File: config.mk
export PLATFORM = sky130hd
export DESIGN_NAME = multicycle_chunk_adder
export DESIGN_NICKNAME = d
export VERILOG_FILES = /design/src/rtl/multicycle_chunk_adder.sv
export SDC_FILE = /design/constraint.sdc
export NUM_CORES = 1
export LEC_CHECK = 0
export ABC_AREA = 1
export CAP_MARGIN = 15
export CORE_ASPECT_RATIO = 1.1
export CORE_MARGIN = 4
export CORE_UTILIZATION = 30
export DETAILED_ROUTE_END_ITERATION = 7
export SYNTH_ARGS = -nofsm -noshare
export SYNTH_HDL_FRONTEND = slang
export SYNTH_SLANG_ARGS = --single-unit
File: constraint.sdc
create_clock -name clk -period 3.9 [get_ports clk]
set_clock_uncertainty 0.1 [all_clocks]
set_input_delay 0.585 -clock clk [delete_from_list [all_inputs] [get_ports clk]]
set_output_delay 0.585 -clock clk [all_outputs]
set_load 0.005 [all_outputs]
File: src/rtl/multicycle_chunk_adder.sv
// Multi-cycle adder: {cout, s} = a + b + cin computed CHUNK bits per cycle, LSB chunk first.
// Optional subtract mode (input sub) is enabled by defining MULTICYCLE_CHUNK_ADDER_SUB_EN.
module multicycle_chunk_adder #(
  parameter int WIDTH = 16,
  parameter int CHUNK = 4
) (
  input  logic             clk,
  input  logic             rst,
  input  logic             start,
  input  logic [WIDTH-1:0] a,
  input  logic [WIDTH-1:0] b,
  input  logic             cin,
`ifdef MULTICYCLE_CHUNK_ADDER_SUB_EN
  input  logic             sub,
`endif
  output logic             busy,
  output logic             done,
  output logic [WIDTH-1:0] s,
  output logic             cout
);

  localparam int NCH = WIDTH / CHUNK;
  localparam int CW  = (NCH > 1) ? $clog2(NCH) : 1;
  localparam int IW  = (WIDTH > 1) ? $clog2(WIDTH) : 1;

  typedef enum logic [1:0] {
    S_IDLE = 2'd0,
    S_RUN  = 2'd1,
    S_DONE = 2'd2
  } state_t;

  state_t           r_state;
  state_t           w_state_next;
  logic [WIDTH-1:0] r_a;
  logic [WIDTH-1:0] r_b;
  logic [WIDTH-1:0] r_psum;
  logic             r_carry;
  logic [CW-1:0]    r_cnt;
  logic             r_busy;
  logic             r_done;
  logic [WIDTH-1:0] r_s;
  logic             r_cout;

  logic             w_accept;
  logic             w_last;
  logic [IW-1:0]    w_base;
  logic [CHUNK-1:0] w_a_chunk;
  logic [CHUNK-1:0] w_b_chunk;
  logic [CHUNK:0]   w_chunk_sum;
  logic [WIDTH-1:0] w_psum_next;
  logic [WIDTH-1:0] w_b_sel;
  logic             w_carry_init;

  // Operand conditioning at accept time: subtract is a + ~b + 1.
  always_comb begin
    w_b_sel      = b;
    w_carry_init = cin;
`ifdef MULTICYCLE_CHUNK_ADDER_SUB_EN
    if (sub) begin
      w_b_sel      = ~b;
      w_carry_init = 1'b1;
    end else begin
      w_b_sel      = b;
      w_carry_init = cin;
    end
`endif
  end

  // One chunk of the addition; only this CHUNK-bit path is in the carry chain.
  always_comb begin
    w_base      = IW'(int'(r_cnt) * CHUNK);
    w_a_chunk   = r_a[w_base +: CHUNK];
    w_b_chunk   = r_b[w_base +: CHUNK];
    w_chunk_sum = {1'b0, w_a_chunk} + {1'b0, w_b_chunk} + {{CHUNK{1'b0}}, r_carry};
    w_psum_next = r_psum;
    w_psum_next[w_base +: CHUNK] = w_chunk_sum[CHUNK-1:0];
    w_last      = (r_cnt == CW'(NCH - 1));
  end

  // Next-state logic; start is only honoured when idle or in the done cycle.
  always_comb begin
    w_state_next = r_state;
    w_accept     = 1'b0;
    case (r_state)
      S_IDLE: begin
        if (start) begin
          w_accept     = 1'b1;
          w_state_next = S_RUN;
        end else begin
          w_state_next = S_IDLE;
        end
      end
      S_RUN: begin
        if (w_last) begin
          w_state_next = S_DONE;
        end else begin
          w_state_next = S_RUN;
        end
      end
      S_DONE: begin
        if (start) begin
          w_accept     = 1'b1;
          w_state_next = S_RUN;
        end else begin
          w_state_next = S_IDLE;
        end
      end
      default: begin
        w_state_next = S_IDLE;
      end
    endcase
  end

  // State register.
  always_ff @(posedge clk or posedge rst) begin
    if (rst) begin
      r_state <= S_IDLE;
    end else begin
      r_state <= w_state_next;
    end
  end

  // Operand latch, per-chunk accumulation and result capture on the final chunk.
  always_ff @(posedge clk or posedge rst) begin
    if (rst) begin
      r_a     <= '0;
      r_b     <= '0;
      r_psum  <= '0;
      r_carry <= 1'b0;
      r_cnt   <= '0;
      r_s     <= '0;
      r_cout  <= 1'b0;
    end else if (w_accept) begin
      r_a     <= a;
      r_b     <= w_b_sel;
      r_carry <= w_carry_init;
      r_cnt   <= '0;
      r_psum  <= '0;
    end else if (r_state == S_RUN) begin
      r_psum  <= w_psum_next;
      r_carry <= w_chunk_sum[CHUNK];
      if (w_last) begin
        r_cnt  <= '0;
        r_s    <= w_psum_next;
        r_cout <= w_chunk_sum[CHUNK];
      end else begin
        r_cnt  <= r_cnt + CW'(1);
      end
    end
  end

  // Status flags registered from the next state so they line up with it.
  always_ff @(posedge clk or posedge rst) begin
    if (rst) begin
      r_busy <= 1'b0;
      r_done <= 1'b0;
    end else begin
      r_busy <= (w_state_next == S_RUN);
      r_done <= (w_state_next == S_DONE);
    end
  end

  assign busy = r_busy;
  assign done = r_done;
  assign s    = r_s;
  assign cout = r_cout;

endmodule

==> flow_summary.ini, run 1 <==
[die]
rows = 40
fp.dieW_um = 110.5
io_pins = 55
die_h_um = 120.8
start_util_pct = 31.23
dieArea_um2 = 13350
core_area_um2 = 11110

[sta]
worst_pin_slew_ps = 755.8
finalCriticalPeriod_ps = 2974
finalMaxSlewViolations = 0
rsz0062_at_grt = false
finalSetupViolCount = 0
relSlewSlack_pct = 49.54
max_freq_ghz = 0.3362
period_share_pct = 76.26
hold_viol = 0
setup_tns_ps = 0
finalHoldWorstSlack_ps = 372.9

[global_routing]
first_global_vias = 2421
grt_max_degree = 38
grt_pass1_wl_mm = 12.74
track_usage_pct = 12.04
overflow = 0
antenna_found_initial = 0

[pwr]
power_frac_clock_pct = 19.8
netSwitchingFraction_pct = 38.73
combPwrFrac_pct = 47.5
p_int_w = 0.002391
seq_power_share_pct = 32.8
p_leak_nw = 2.070
power_density_nw_per_um2 = 884.2
netSwitchingPower_w = 0.001511
peakVddDrop_mv = 0.4224

[clocking]
clock-root-buffer = clkbuf_16
cts_hold_buf = 0
clk_pin_slew_ps = 60
clkLatencyLatePin_ps = 330
cts_tree = built
clock-sinks = 72
cts_buffers = 9
post-cts-setup-buffers = 0
htreeDepth = 3
post_cts_resized = 0
cts.path.max_buffers = 2

[cells_and_area]
nets = 439
drive_gt1_share_pct = 15.62
num_antenna_cells = 0
area_growth_pct = 27.19

[critical_path]
cp.arrival_ps = 3080
cp_max_fo = 12
slowest_stage = dfrtp_1
path_class = reg -> reg
startpoint_type = register
max_stage_delay_ps = 540
critPathRequiredTime_ps = 4000
r2r_end = s[10]
crit_path_frequent_cell = fa_1
path_cells = clkinv_1 -> o21ai_0 -> o22ai_1 -> fa_1 -> fa_1 -> xnor2_1 -> nor2_1 -> a22oi_1 -> o21ai_1
critPathLaunch = r_cnt[1]
ff2ff_setup_slack_ps = 930
cp-end-kind = register
r2r_cells = 9
r2r_start = r_cnt[1]

[placed_design]
dp_hpwl_mm = 5.499
portBuffers = 54
gp_congestion = 0.8475

[run]
cap_violations = 0

[yosys]
synth.ff_latch_count = 72
synth_cell_type_count = 27
synth_area_leader_cell = dfrtp_1
yosys_warnings = 0
synthesis.area_um2 = 3470
synthTopCellsByArea = dfrtp_1 52%, mux2_4 12%, nand2_1 8.7%
ys_seq_area_share_pct = 51.93
synthCells = 337
synth_top_area_share_pct = 51.93
syn_nets = 384
synth_area_per_cell_um2 = 10.30

[routing]
dr.first_iter.drc_count = 154
vias = 2497
wl_mm = 7.571
first_pass_iters = 4
antenna_left = 0
via_per_inst = 4.590
wl_per_cell_um = 13.92
drc_errors = 0

[hold_path]
hp-class = reg -> reg
hp-start = s[11]
hold_path_end = s[11]
min_path_cells = 2

[status]
run_status = complete, no violations
## metrics by stage
step	instance area (um2)	utilization, %	instances	worst slack [ps]	total power, W
after floorplan	3470	-	337	1366	0.002619
after global placement	4128	37.15	528	1167	0.003116
after detailed placement	4128	37.15	528	954.9	0.003149
after CTS	4413	39.72	544	942.1	0.003937
after global routing	4413	39.72	544	686.4	0.004224
final	4413	39.72	544	925.7	0.003902
## sequential cells by signal (all words and copies together) (netlist names)
register / cells
r_psum: 16
cout: 1
r_carry: 1
s: 16
r_a: 16
r_state: 2
busy: 1
r_b: 16
r_cnt: 2
done: 1
## cells in the mapped netlist
master    count
a21oi_1       1
a22oi_1       3
buf_2         6
buf_4         1
buf_6         5
clkinv_1      1
dfrtp_1      72
fa_1          2
ha_1          9
inv_1        26
inv_2         5
mux2_2        4
mux2_4       28
nand2_1      80
nand2_2       2
nand2_4       1
nand3_1       7
nand4_1       4
nor2_1       21
nor2_4        2
nor3_2        1
o211ai_1      1
o21ai_0      27
o21ai_1       8
o21ai_2       1
o22ai_1      18
xnor2_1       1
## routing by layer
layer	vias to the layer above	track usage (%)	routed length, um
met1	1180	15.98	3575
met5	-	0	0
met2	68	18.44	3454
met4	0	4.234	146
met3	13	4.004	394
li1	1236	-	-
## final cells by class
| cell class | instances | area (um2) |
|---|---|---|
| fillers | 1129 | 6698 |
| flip-flops and latches | 72 | 1802 |
| multi-input cells | 221 | 1454 |
| repair buffers | 56 | 568.0 |
| clock buffers | 13 | 270.3 |
| well taps | 147 | 183.9 |
| inverters | 32 | 120.1 |
| clock inverters | 3 | 15.01 |
## kinds of logic (layout without fill, tap and decap cells)
kind of cell | after synthesis | in the layout | synth area share [%]
muxes | 32 | 32 | 13.41
AOI/OAI and AO/OA | 59 | 59 | 9.556
xor gates and xnor gates | 1 | 1 | 0.2525
and+or+nand+nor | 118 | 118 | 14.28
DFF | 72 | 72 | 51.93
buffers and inverters | 44 | 104 | 6.166
adders and majority gates | 11 | 11 | 4.400
## worst max-delay path, delay by kind of cell (launching register included)
kind                     cells  cell delay [ps]
XOR/XNOR                     1              270
AND/OR/NAND/NOR              1              110
AO/OA/AOI/OAI                4              580
adder cells (fa/ha/maj)      2              860
buffers and inverters        1              380
flip-flops                   1              540
## layout by cell type, fill, tap and decap left out, drive strengths merged
cell / Yosys / routed
o21ai: 36 / 36
nand3: 7 / 7
nand4: 4 / 4
nor2: 23 / 23
fa: 2 / 2
nor3: 1 / 1
a22oi: 3 / 3
clkinv: 1 / 4
clkbuf: 0 / 13
nand2: 83 / 83
clkdlybuf4s50: 0 / 54
buf: 12 / 2
inv: 31 / 31
a21oi: 1 / 1
xnor2: 1 / 1
o22ai: 18 / 18
ha: 9 / 9
o211ai: 1 / 1
dfrtp: 72 / 72
mux2: 32 / 32
## how the worst max path moves through the flow
stage          slack, ps          to  cells past startpoint
6_report             930       s[10]                      9
5_1_grt              690       s[10]                      9
4_1_cts              940       s[10]                      9
3_5_place_dp         950  r_psum[10]                      9
3_3_place_gp        1170       s[10]                      9
2_1_floorplan       1370  r_psum[10]                     11
## power by group through the flow
stage	combinational (W)	sequential [W]	clock [W]
after floorplan	0.00139	0.00123	0
final	0.00185	0.00128	0.000772
after detailed placement	0.00186	0.00129	0
after global routing	0.00207	0.00132	0.000828
after global placement	0.00182	0.00129	0
after CTS	0.00187	0.00128	0.000790
Note: power is estimated with default switching activity, not from simulation.
==> inputs of run 2 (changes only) <==
==> constraint.sdc (replaced) <==
create_clock -name clk -period 2.5 [get_ports clk]
set_clock_uncertainty 0.1 [all_clocks]
set_input_delay 0.375 -clock clk [delete_from_list [all_inputs] [get_ports clk]]
set_output_delay 0.375 -clock clk [all_outputs]
set_load 0.005 [all_outputs]
==> run 2 against run 1 <==
Effect of this change: critical path depth stayed put; via count grew 2.9%; sequential cell count is the same; clock-buffer cell count down 2; critical path type unchanged; clock power grew 67%; sequential power increased by 55%; sequential share of layout area fell by 1.4 points.
==> flow_summary.ini, run 2 (synthesized netlist as in run 1, its figures left out) <==
[status]
run_status = complete, no violations

[critical_path]
startpoint_type = register
max_stage_delay_ps = 440
crit_path_frequent_cell = nor2_2
path_class = reg -> reg
crit_family = adder cells
path_cells = buf_4 -> nor2_2 -> o22ai_1 -> fa_2 -> fa_1 -> xnor2_2 -> nor2_2 -> a22oi_1 -> o21ai_1
cp-end-kind = register
critPathBufInv = 1
critPathRequiredTime_ps = 2600
cp.arrival_ps = 2470
slowest_stage = dfrtp_2
cp_max_fo = 6

[die]
start_util_pct = 31.23
core_area_um2 = 11110
io_pins = 55
dieArea_um2 = 13350
die_h_um = 120.8
fp.dieW_um = 110.5
rows = 40

[sta]
max_freq_ghz = 0.4218
finalMaxSlewViolations = 0
fin_ws_ps = 129.1
relSlewSlack_pct = 69.37
period_share_pct = 94.84
hold_viol = 0
worst_pin_slew_ps = 458.7
finalSetupViolCount = 0
rsz0062_at_grt = false
finalHoldWorstSlack_ps = 284.5
finalCriticalPeriod_ps = 2371

[cells_and_area]
final_common_cell = nand2_1
num_antenna_cells = 0
nets = 453
layout_common_cells = 79 x nand2_1, 71 x dfrtp_1, 54 x clkdlybuf4s50_1, 28 x mux2_4, 26 x o21ai_0
area_growth_pct = 31.88
stdcell_count = 558
drive_gt1_share_pct = 20.68
nFillCells = 1113

[pwr]
power_density_nw_per_um2 = 1416
p_leak_nw = 2.151
peakVddDrop_mv = 0.5863
total_power_w = 0.006480

[placed_design]
dp_hpwl_mm = 5.809
portBuffers = 54
gp_congestion = 0.8906
dp_slack_ps = -80.13
placed_cells = 539

[routing]
drc_errors = 0
vias = 2570
antenna_left = 0
dr.first_iter.drc_count = 122
first_pass_iters = 4
via_per_inst = 4.606
wl_per_cell_um = 13.83
wl_mm = 7.719

[global_routing]
track_usage_pct = 11.93
antenna_found_initial = 0
grt_max_degree = 32
overflow = 0
grt_pass1_wl_mm = 12.65
first_global_vias = 2509

[clocking]
cts.path.max_buffers = 2
cts_buffers = 9
clock-root-buffer = clkbuf_16
clkLatencyLatePin_ps = 330
clk_pin_slew_ps = 50
htreeDepth = 3
cts_tree = built
clock-sinks = 72

[hold_path]
hp-class = in -> async

[run]
cap_violations = 0
## run 2: cell count changes in the layout (fill, tap and decap cells not counted), sizes merged
cell / before / now
buf: 2 / 16
clkinv: 4 / 3
clkbuf: 13 / 11
bufinv: 0 / 1
clkinvlp: 0 / 2
## run 2: final cells by class
| type | count | area, um2 | area share [%] |
|---|---|---|---|
| Sequential cell | 72 | 1803 | 39.40 |
| Multi-Input combinational cell | 221 | 1474 | 32.21 |
| Timing Repair Buffer | 70 | 685.7 | 14.98 |
| Clock buffer | 11 | 252.7 | 5.524 |
| Tap cell | 147 | 183.9 | 4.020 |
| Inverter | 32 | 121.4 | 2.652 |
| Clock inverter | 5 | 55.05 | 1.203 |
## run 2: power breakdown
part	switching [W]	internal (W)
logic	0.00170	0.00150
registers	0.000311	0.00168
clock network	0.000465	0.000822
total	0.00247	0.00401
## run 2: layer usage
metal	vias up	global-route usage (%)	share of wire, %
met1	1218	14.64	44
met2	73	19.46	48
li1	1260	-	-
met4	0	5.081	2.4
met3	19	3.654	5.6
met5	-	0	0
## run 2: timing repair
action,4_1_cts,5_1_grt
hold buffers,0,0
setup buffers,2,1
hold endpoints to repair,0,0
endpoints found under the setup margin,10,11
gates resized for setup,3,5
## run 2: final timing paths
check | start | to | slack (ps) | depth (start not counted)
setup / recovery | r_cnt[0] | s[10] | 130 | 9
min in group clk | s[2] | s[2] | 370 | 2
setup reg to reg | r_cnt[0] | s[10] | 130 | 9
max in group asynchronous | rst | r_a[4] | 1360 | 3
hold / removal | rst | s[1] | 280 | 2
hold reg to reg | s[2] | s[2] | 370 | 2
## run 2: through the flow
step	setup TNS [ps]	util, %	cell area, um2
after floorplan	0	-	3471
after global placement	0	38.02	4224
after detailed placement	-260.0	38.02	4224
after CTS	0	41.00	4556
after global routing	0	41.18	4576
final	0	41.18	4576
## run 2: worst reg2reg max path, delay by kind of cell (launching register included)
family / cells / cell delay (ps)
adder cells (fa/ha/maj): 2 / 800
flip-flops: 1 / 440
AO/OA/AOI/OAI: 3 / 370
XOR/XNOR: 1 / 230
AND/OR/NAND/NOR: 2 / 160
buffers and inverters: 1 / 150
==> inputs of run 3 (changes only) <==
--- a/config.mk
+++ b/config.mk
@@ -11,6 +11,7 @@
 export CORE_MARGIN = 4
 export CORE_UTILIZATION = 30
 export DETAILED_ROUTE_END_ITERATION = 7
+export SKIP_CTS_REPAIR_TIMING = 1
 export SYNTH_ARGS = -nofsm -noshare
 export SYNTH_HDL_FRONTEND = slang
 export SYNTH_SLANG_ARGS = --single-unit
==> constraint.sdc (replaced) <==
create_clock -name clk -period 2.4 [get_ports clk]
set_clock_uncertainty 0.1 [all_clocks]
set_input_delay 0.36 -clock clk [delete_from_list [all_inputs] [get_ports clk]]
set_output_delay 0.36 -clock clk [all_outputs]
set_load 0.005 [all_outputs]
==> run 3 against run 2 <==
Effect of this change: clock-buffer cell count down 1; routed wire length up 5.5%; die area unchanged; first-iteration DRC count down 34%; fmax down 0.34%; design area up 1.3%; combinational power up 11%; cell count down 0.54%; critical path depth up 2; total power up 9.4%; sequential share of layout area down 0.46 points; worst setup slack worse by 110 ps; largest cell class unchanged.
==> flow_summary.ini, run 3 (synthesized netlist as in run 1, its figures left out) <==
[cells_and_area]
drive_gt1_share_pct = 23.28
nFillCells = 1109
nets = 450
layout_common_cells = 79 x nand2_1, 70 x dfrtp_1, 54 x clkdlybuf4s50_1, 28 x mux2_4, 25 x inv_1
num_antenna_cells = 0
stdcell_count = 555
post-route-cell-area_um2 = 4633
area_growth_pct = 33.54
final_common_cell = nand2_1

[global_routing]
antenna_found_initial = 0
met2_usage_pct = 21.17
first_global_vias = 2564
grt.busiest_layer = met2
grt_max_degree = 34
overflow = 0
grt_pass1_wl_mm = 13.10
track_usage_pct = 12.37
grt_util_met3_pct = 3.003
use_met1_pct = 15.37

[pwr]
p_leak_nw = 2.157
power_density_nw_per_um2 = 1530
total_power_w = 0.007087
peakVddDrop_mv = 0.6312

[status]
run_status = complete, no violations

[placed_design]
dp_hpwl_mm = 5.854
postPlaceCellArea_um2 = 4209
gp_congestion = 0.9116
placed_cells = 536
portBuffers = 54

[sta]
worst_pin_slew_ps = 420.8
hold_viol = 0
relSlewSlack_pct = 71.91
finalCriticalPeriod_ps = 2379
finalMaxSlewViolations = 0
max_freq_ghz = 0.4203
finalSetupViolCount = 0
period_share_pct = 99.13
rsz0062_at_grt = true
setup_tns_ps = 0

[critical_path]
r2r_cells = 11
critPathRequiredTime_ps = 2550
startpoint_type = register
cp.arrival_ps = 2530
r2r_start = r_cnt[0]
cp-end-kind = register
ff2ff_setup_slack_ps = 20
r2r_end = s[13]
path_class = reg -> reg
cp_max_fo = 7

[clocking]
cts_tree = built
htreeDepth = 3
clk_pin_slew_ps = 60
cts.path.max_buffers = 2
clkLatencyLatePin_ps = 330
clock-root-buffer = clkbuf_16
clock-sinks = 72
cts_buffers = 9

[routing]
drc_errors = 0
first_pass_iters = 4
via_per_inst = 4.677
dr.first_iter.drc_count = 80
antenna_left = 0
vias = 2596
wl_mm = 8.144
wl_per_cell_um = 14.67

[die]
core_area_um2 = 11110
dieArea_um2 = 13350
fp.dieW_um = 110.5
rows = 40
start_util_pct = 31.23
io_pins = 55
die_h_um = 120.8

[run]
cap_violations = 0

[hold_path]
hp-class = in -> async
run 3: changes by cell type in the layout (fill, tap and decap cells not counted), moves of 2 or more:
cell / previous run / this run
buf_4: 14 / 11
inv_2: 6 / 4
o21ai_0: 26 / 21
o21ai_1: 9 / 11
o21ai_2: 1 / 4
o22ai_1: 18 / 13
o22ai_2: 0 / 5
run 3: worst max path at each step:
stage,from,to
3_5_place_dp,r_cnt[0],s[10]
4_1_cts,r_cnt[0],s[10]
5_1_grt,r_cnt[0],s[13]
3_3_place_gp,r_cnt[1],r_psum[14]
2_1_floorplan,r_cnt[0],s[13]
6_report,r_cnt[0],s[13]
run 3: per-layer routing:
layer  vias to the layer above  routed length (um)
li1                       1255                   -
met1                      1269                3615
met2                        60                4084
met3                        12                 351
met4                         0                  92
met5                         -                   0
run 3: layout make-up:
cell class	instances	area [um2]	area share, %
flip-flops and latches	72	1804	38.94
multi-input cells	221	1533	33.08
repair buffers	67	663.1	14.31
clock buffers	10	239.0	5.158
well taps	147	183.9	3.970
inverters	32	127.6	2.755
clock inverters	6	82.58	1.782
run 3: critical path, cell delays in order (launching register included):
cell	delay (ps)
dfrtp_2	470
inv_4	80
nor2_1	120
o22ai_1	120
fa_2	360
fa_2	560
nand2_2	90
nor2_4	90
nand2_1	50
o21ai_1	70
inv_1	60
o21ai_1	130
run 3: power breakdown:
group / switching, W / leakage, nW / internal (W)
registers: 0.000343 / 0.914 / 0.00175
clock network: 0.000511 / 0.158 / 0.000932
logic: 0.00188 / 1.08 / 0.00167
run 3: per-stage QoR:
stage,setup WS (ps),hold slack (ps),util (%)
after floorplan,7.776,349.2,-
after global placement,82.67,362.0,37.88
after detailed placement,-59.38,366.1,37.88
after CTS,-72.44,282.3,40.78
after global routing,-80.91,303.5,41.70
final,20.94,280.3,41.70
==> RTL edit 1, RTL diff (flow settings as in run 2) <==
Add a define of `MULTICYCLE_CHUNK_ADDER_SUB_EN`.
--- a/src/rtl/multicycle_chunk_adder.sv
+++ b/src/rtl/multicycle_chunk_adder.sv
@@ -1,4 +1,6 @@
 // Multi-cycle adder: {cout, s} = a + b + cin computed CHUNK bits per cycle, LSB chunk first.
 // Optional subtract mode (input sub) is enabled by defining MULTICYCLE_CHUNK_ADDER_SUB_EN.
+`define MULTICYCLE_CHUNK_ADDER_SUB_EN
+
 module multicycle_chunk_adder #(
   parameter int WIDTH = 16,
Interface: changed (added sub); port bits go from 55 to 56. No check against the original RTL was run, so the function may have changed too.
==> RTL edit 1 against run 2 <==
Critical path type unchanged. First-iteration DRC count is 32% higher. Combinational power shrank 4%. Design area increased by 1.1%. Largest cell class unchanged. Power decreased by 2.6%. Setup slack got worse by 0.092 ns. Routed wire length grew 7.9%. Sequential cell count is the same. Synthesized cell count increased by 21%. Maximum frequency down 3.7%. Synthesized area is the same.
==> RTL edit 1: results <==
{
  "layout.nets": 522,
  "grt_pass1_wl_um": 14200,
  "r2r_slack_ns": 0.04,
  "crit_path_top_delay_cell": "fa_1",
  "drc": 0,
  "numCtsBuffers": 9,
  "grt_max_degree": 35,
  "synth_common_cells": "nand2_1 (147), dfrtp_1 (72), o21ai_0 (40)",
  "power_leakage_nw": 2.15,
  "path_delay_family": "adder cells",
  "r2r_end": "s[10]",
  "synthArstFlopShare_pct": 100,
  "cts_root_buf": "clkbuf_16",
  "yosysSeqAreaShare_pct": 51.9,
  "dpl_worst_slack_ns": 0.0428,
  "hold_slack_ns": 0.252,
  "antenna_found_initial": 0,
  "io_buffers": 55,
  "clk_pin_slew_ns": 0.06,
  "max_stage_delay_ns": 0.46,
  "wire_per_inst_um": 13.3,
  "dpl.hpwl_um": 6140,
  "run_status": "finished, final reports clean",
  "drtIter0Drc": 161,
  "via_count": 2859,
  "slew_headroom_pct": 71.9,
  "syn-num-nets": 456,
  "drive_gt1_share_pct": 12.9,
  "grt_util_all_layers_pct": 13.1,
  "internal_power_mw": 3.73,
  "r2r_cells": 9,
  "synth.area.top_cells": "dfrtp_1 (52%), nand2_1 (16%), o21ai_0 (5.8%)",
  "grt_pass1_vias": 2981,
  "vdd_drop_max_mv": 0.638,
  "gp_congestion": 0.869
}
==> RTL edit 1: final cells by class <==
| type | count | area [um^2] |
|---|---|---|
| repair buffers | 72 | 714 |
| fillers | 1157 | 6480 |
| clock buffers | 11 | 243 |
| multi-input cells | 287 | 1510 |
| well taps | 147 | 184 |
| flip-flops and latches | 72 | 1800 |
| clock inverters | 5 | 57.6 |
| inverters | 32 | 120 |
==> RTL edit 1: worst max path at each step <==
| stage | slack, ns | endpoint | depth (start not counted) |
|---|---|---|---|
| 6_report | 0.04 | s[10] | 9 |
| 5_1_grt | -0.09 | s[13] | 11 |
| 4_1_cts | 0.02 | s[13] | 11 |
| 3_5_place_dp | 0.04 | s[13] | 11 |
| 3_3_place_gp | 0.09 | s[13] | 11 |
| 2_1_floorplan | 0.001 | s[13] | 13 |
==> RTL edit 1: cells by family (layout without fill, tap and decap cells) <==
kind of cell | after synthesis | count (layout) | synth area share, %
flip-flops | 72 | 72 | 51.9
XOR/XNOR | 17 | 17 | 4.29
AND/OR/NAND/NOR | 184 | 184 | 21.3
buffers and inverters | 49 | 120 | 6.24
AO/OA/AOI/OAI | 75 | 75 | 11.8
adder cells (fa/ha/maj) | 11 | 11 | 4.40
==> RTL edit 1: timing repair <==
action	CTS	global route
endpoints found under the setup margin	0	20
setup buffers	0	2
resized for setup	0	18
==> RTL edit 1: metal layers <==
layer  GRT usage, %  routed length [um]
met4           5.47                  59
met3           3.05                 363
met1           15.6                3590
met5              0                   0
met2           22.6                4320
==> RTL edit 1: power by group through the flow <==
| stage | logic [mW] | clock network (mW) | registers, mW |
|---|---|---|---|
| finish | 3.07 | 1.27 | 1.97 |
| global route | 3.47 | 1.35 | 2.03 |
| CTS | 2.89 | 1.30 | 1.96 |
| detailed placement | 2.87 | 0 | 1.98 |
| global placement | 2.82 | 0 | 1.97 |
| floorplan | 2.00 | 0 | 1.91 |
==> RTL edit 1: per-stage QoR <==
step / std cells / TNS (ns) / area (um^2) / power (mW)
after CTS: 624 / 0 / 4550 / 6.15
after detailed placement: 608 / 0 / 4250 / 4.85
after global placement: 608 / 0 / 4250 / 4.79
after global routing: 626 / -0.505 / 4630 / 6.86
final: 626 / 0 / 4630 / 6.31
after floorplan: 408 / 0 / 3480 / 3.91
==> RTL edit 2, RTL diff (settings of run 2) <==
Made on the original files. Re-encode `state_t` (3 states) as one-hot, 3 bits wide.
--- a/src/rtl/multicycle_chunk_adder.sv
+++ b/src/rtl/multicycle_chunk_adder.sv
@@ -24,8 +24,8 @@
   localparam int IW  = (WIDTH > 1) ? $clog2(WIDTH) : 1;
 
-  typedef enum logic [1:0] {
-    S_IDLE = 2'd0,
-    S_RUN  = 2'd1,
-    S_DONE = 2'd2
+  typedef enum logic [2:0] {
+    S_IDLE = 3'b001,
+    S_RUN  = 3'b010,
+    S_DONE = 3'b100
   } state_t;
 
Function: no difference found for any inputs over 10 cycles, from zero or initial values and one cycle with rst high; not proved beyond that.
==> RTL edit 2 against run 2 <==
Power fell by 12%. Design area rose by 2.5%. Sequential cell count rose by 1. Synthesized area rose by 0.50%. Routed wire length rose by 7.7%. Setup slack got worse by 0.032 ns. Clock power rose by 26%. Worst hold slack improved by 0.079 ns. Critical path type unchanged.
==> RTL edit 2: results <==
{
  "run_status": "finished, final reports clean",
  "clock_net_power_mw": 1.62,
  "drive_gt1_share_pct": 15.0,
  "cp_max_fo": 7,
  "met3_usage_pct": 2.24,
  "syn-num-nets": 460,
  "multiInputGateArea_mm2": 0.00148,
  "cts.repair.resized": 1,
  "fillers": 1155,
  "wl_met3_um": 398,
  "tightestPinTransition_ns": 0.388,
  "dp_cells": 611,
  "post_dp_cell_area_mm2": 0.00422,
  "grt_util_all_layers_pct": 12.5,
  "synth_compound_area_share_pct": 10.1,
  "dr_wl_met2_um": 4090,
  "gp_congestion": 0.839,
  "via_count": 2859,
  "synth_cells": 413,
  "grt_pass1_wl_um": 13500,
  "drtIter0Drc": 104,
  "clkPwrFrac_pct": 28.6,
  "wl_met1_um": 3630,
  "synth_cell_types": 32,
  "use_met2_pct": 21.3,
  "wire_per_inst_um": 13.2,
  "dpl.hpwl_um": 5850,
  "synthXorXnorAreaFrac_pct": 0.251,
  "internal_power_mw": 3.58,
  "crit_path_top_delay_cell": "fa_2",
  "fin_cells": 631,
  "grt_max_degree": 74,
  "synth.area.top_cells": "dfrtp_1 (52%), nand2_1 (19%), inv_1 (3.4%)",
  "grt_pass1_vias": 2823,
  "layout.nets": 523,
  "power_frac_comb_pct": 41.0,
  "yosysSeqAreaShare_pct": 52.4,
  "max_stage_delay_ns": 0.56,
  "synth_common_cells": "nand2_1 (175), dfrtp_1 (72), inv_1 (32)",
  "dpl_worst_slack_ns": -0.0250,
  "synth-adder-area-share_pct": 4.38,
  "arrival_ns": 2.56
}
[RTL edit 2: cell count changes in the layout (fill, tap and decap cells not counted), moves of 3 or more]
cell	change
nand2_1	+95
o21ai_0	-11
o22ai_1	-4
o22ai_2	+3
mux2_2	-4
mux2_4	-28
o21ai_2	+9
inv_2	-5
inv_1	+5
bufinv_16	+3
[RTL edit 2: path summary, 6_finish.rpt]
kind / slack (ns) / depth (start not counted) / to
worst min-delay path: 0.36 / 3 / r_a[2]
min in group clk: 0.38 / 2 / s[14]
worst max-delay path: 0.1 / 10 / r_psum[13]
worst min register to register: 0.38 / 2 / s[14]
worst max register to register: 0.1 / 10 / r_psum[13]
max in group asynchronous: 1.60 / 3 / r_state[0]
[RTL edit 2: layout make-up]
type	count	area share, %
tap	150	4.00
inverter	35	3.04
clock inverter	5	2.67
timing repair buffer	69	14.2
clock buffer	11	5.39
multi-input combinational	288	31.7
sequential	73	39.0
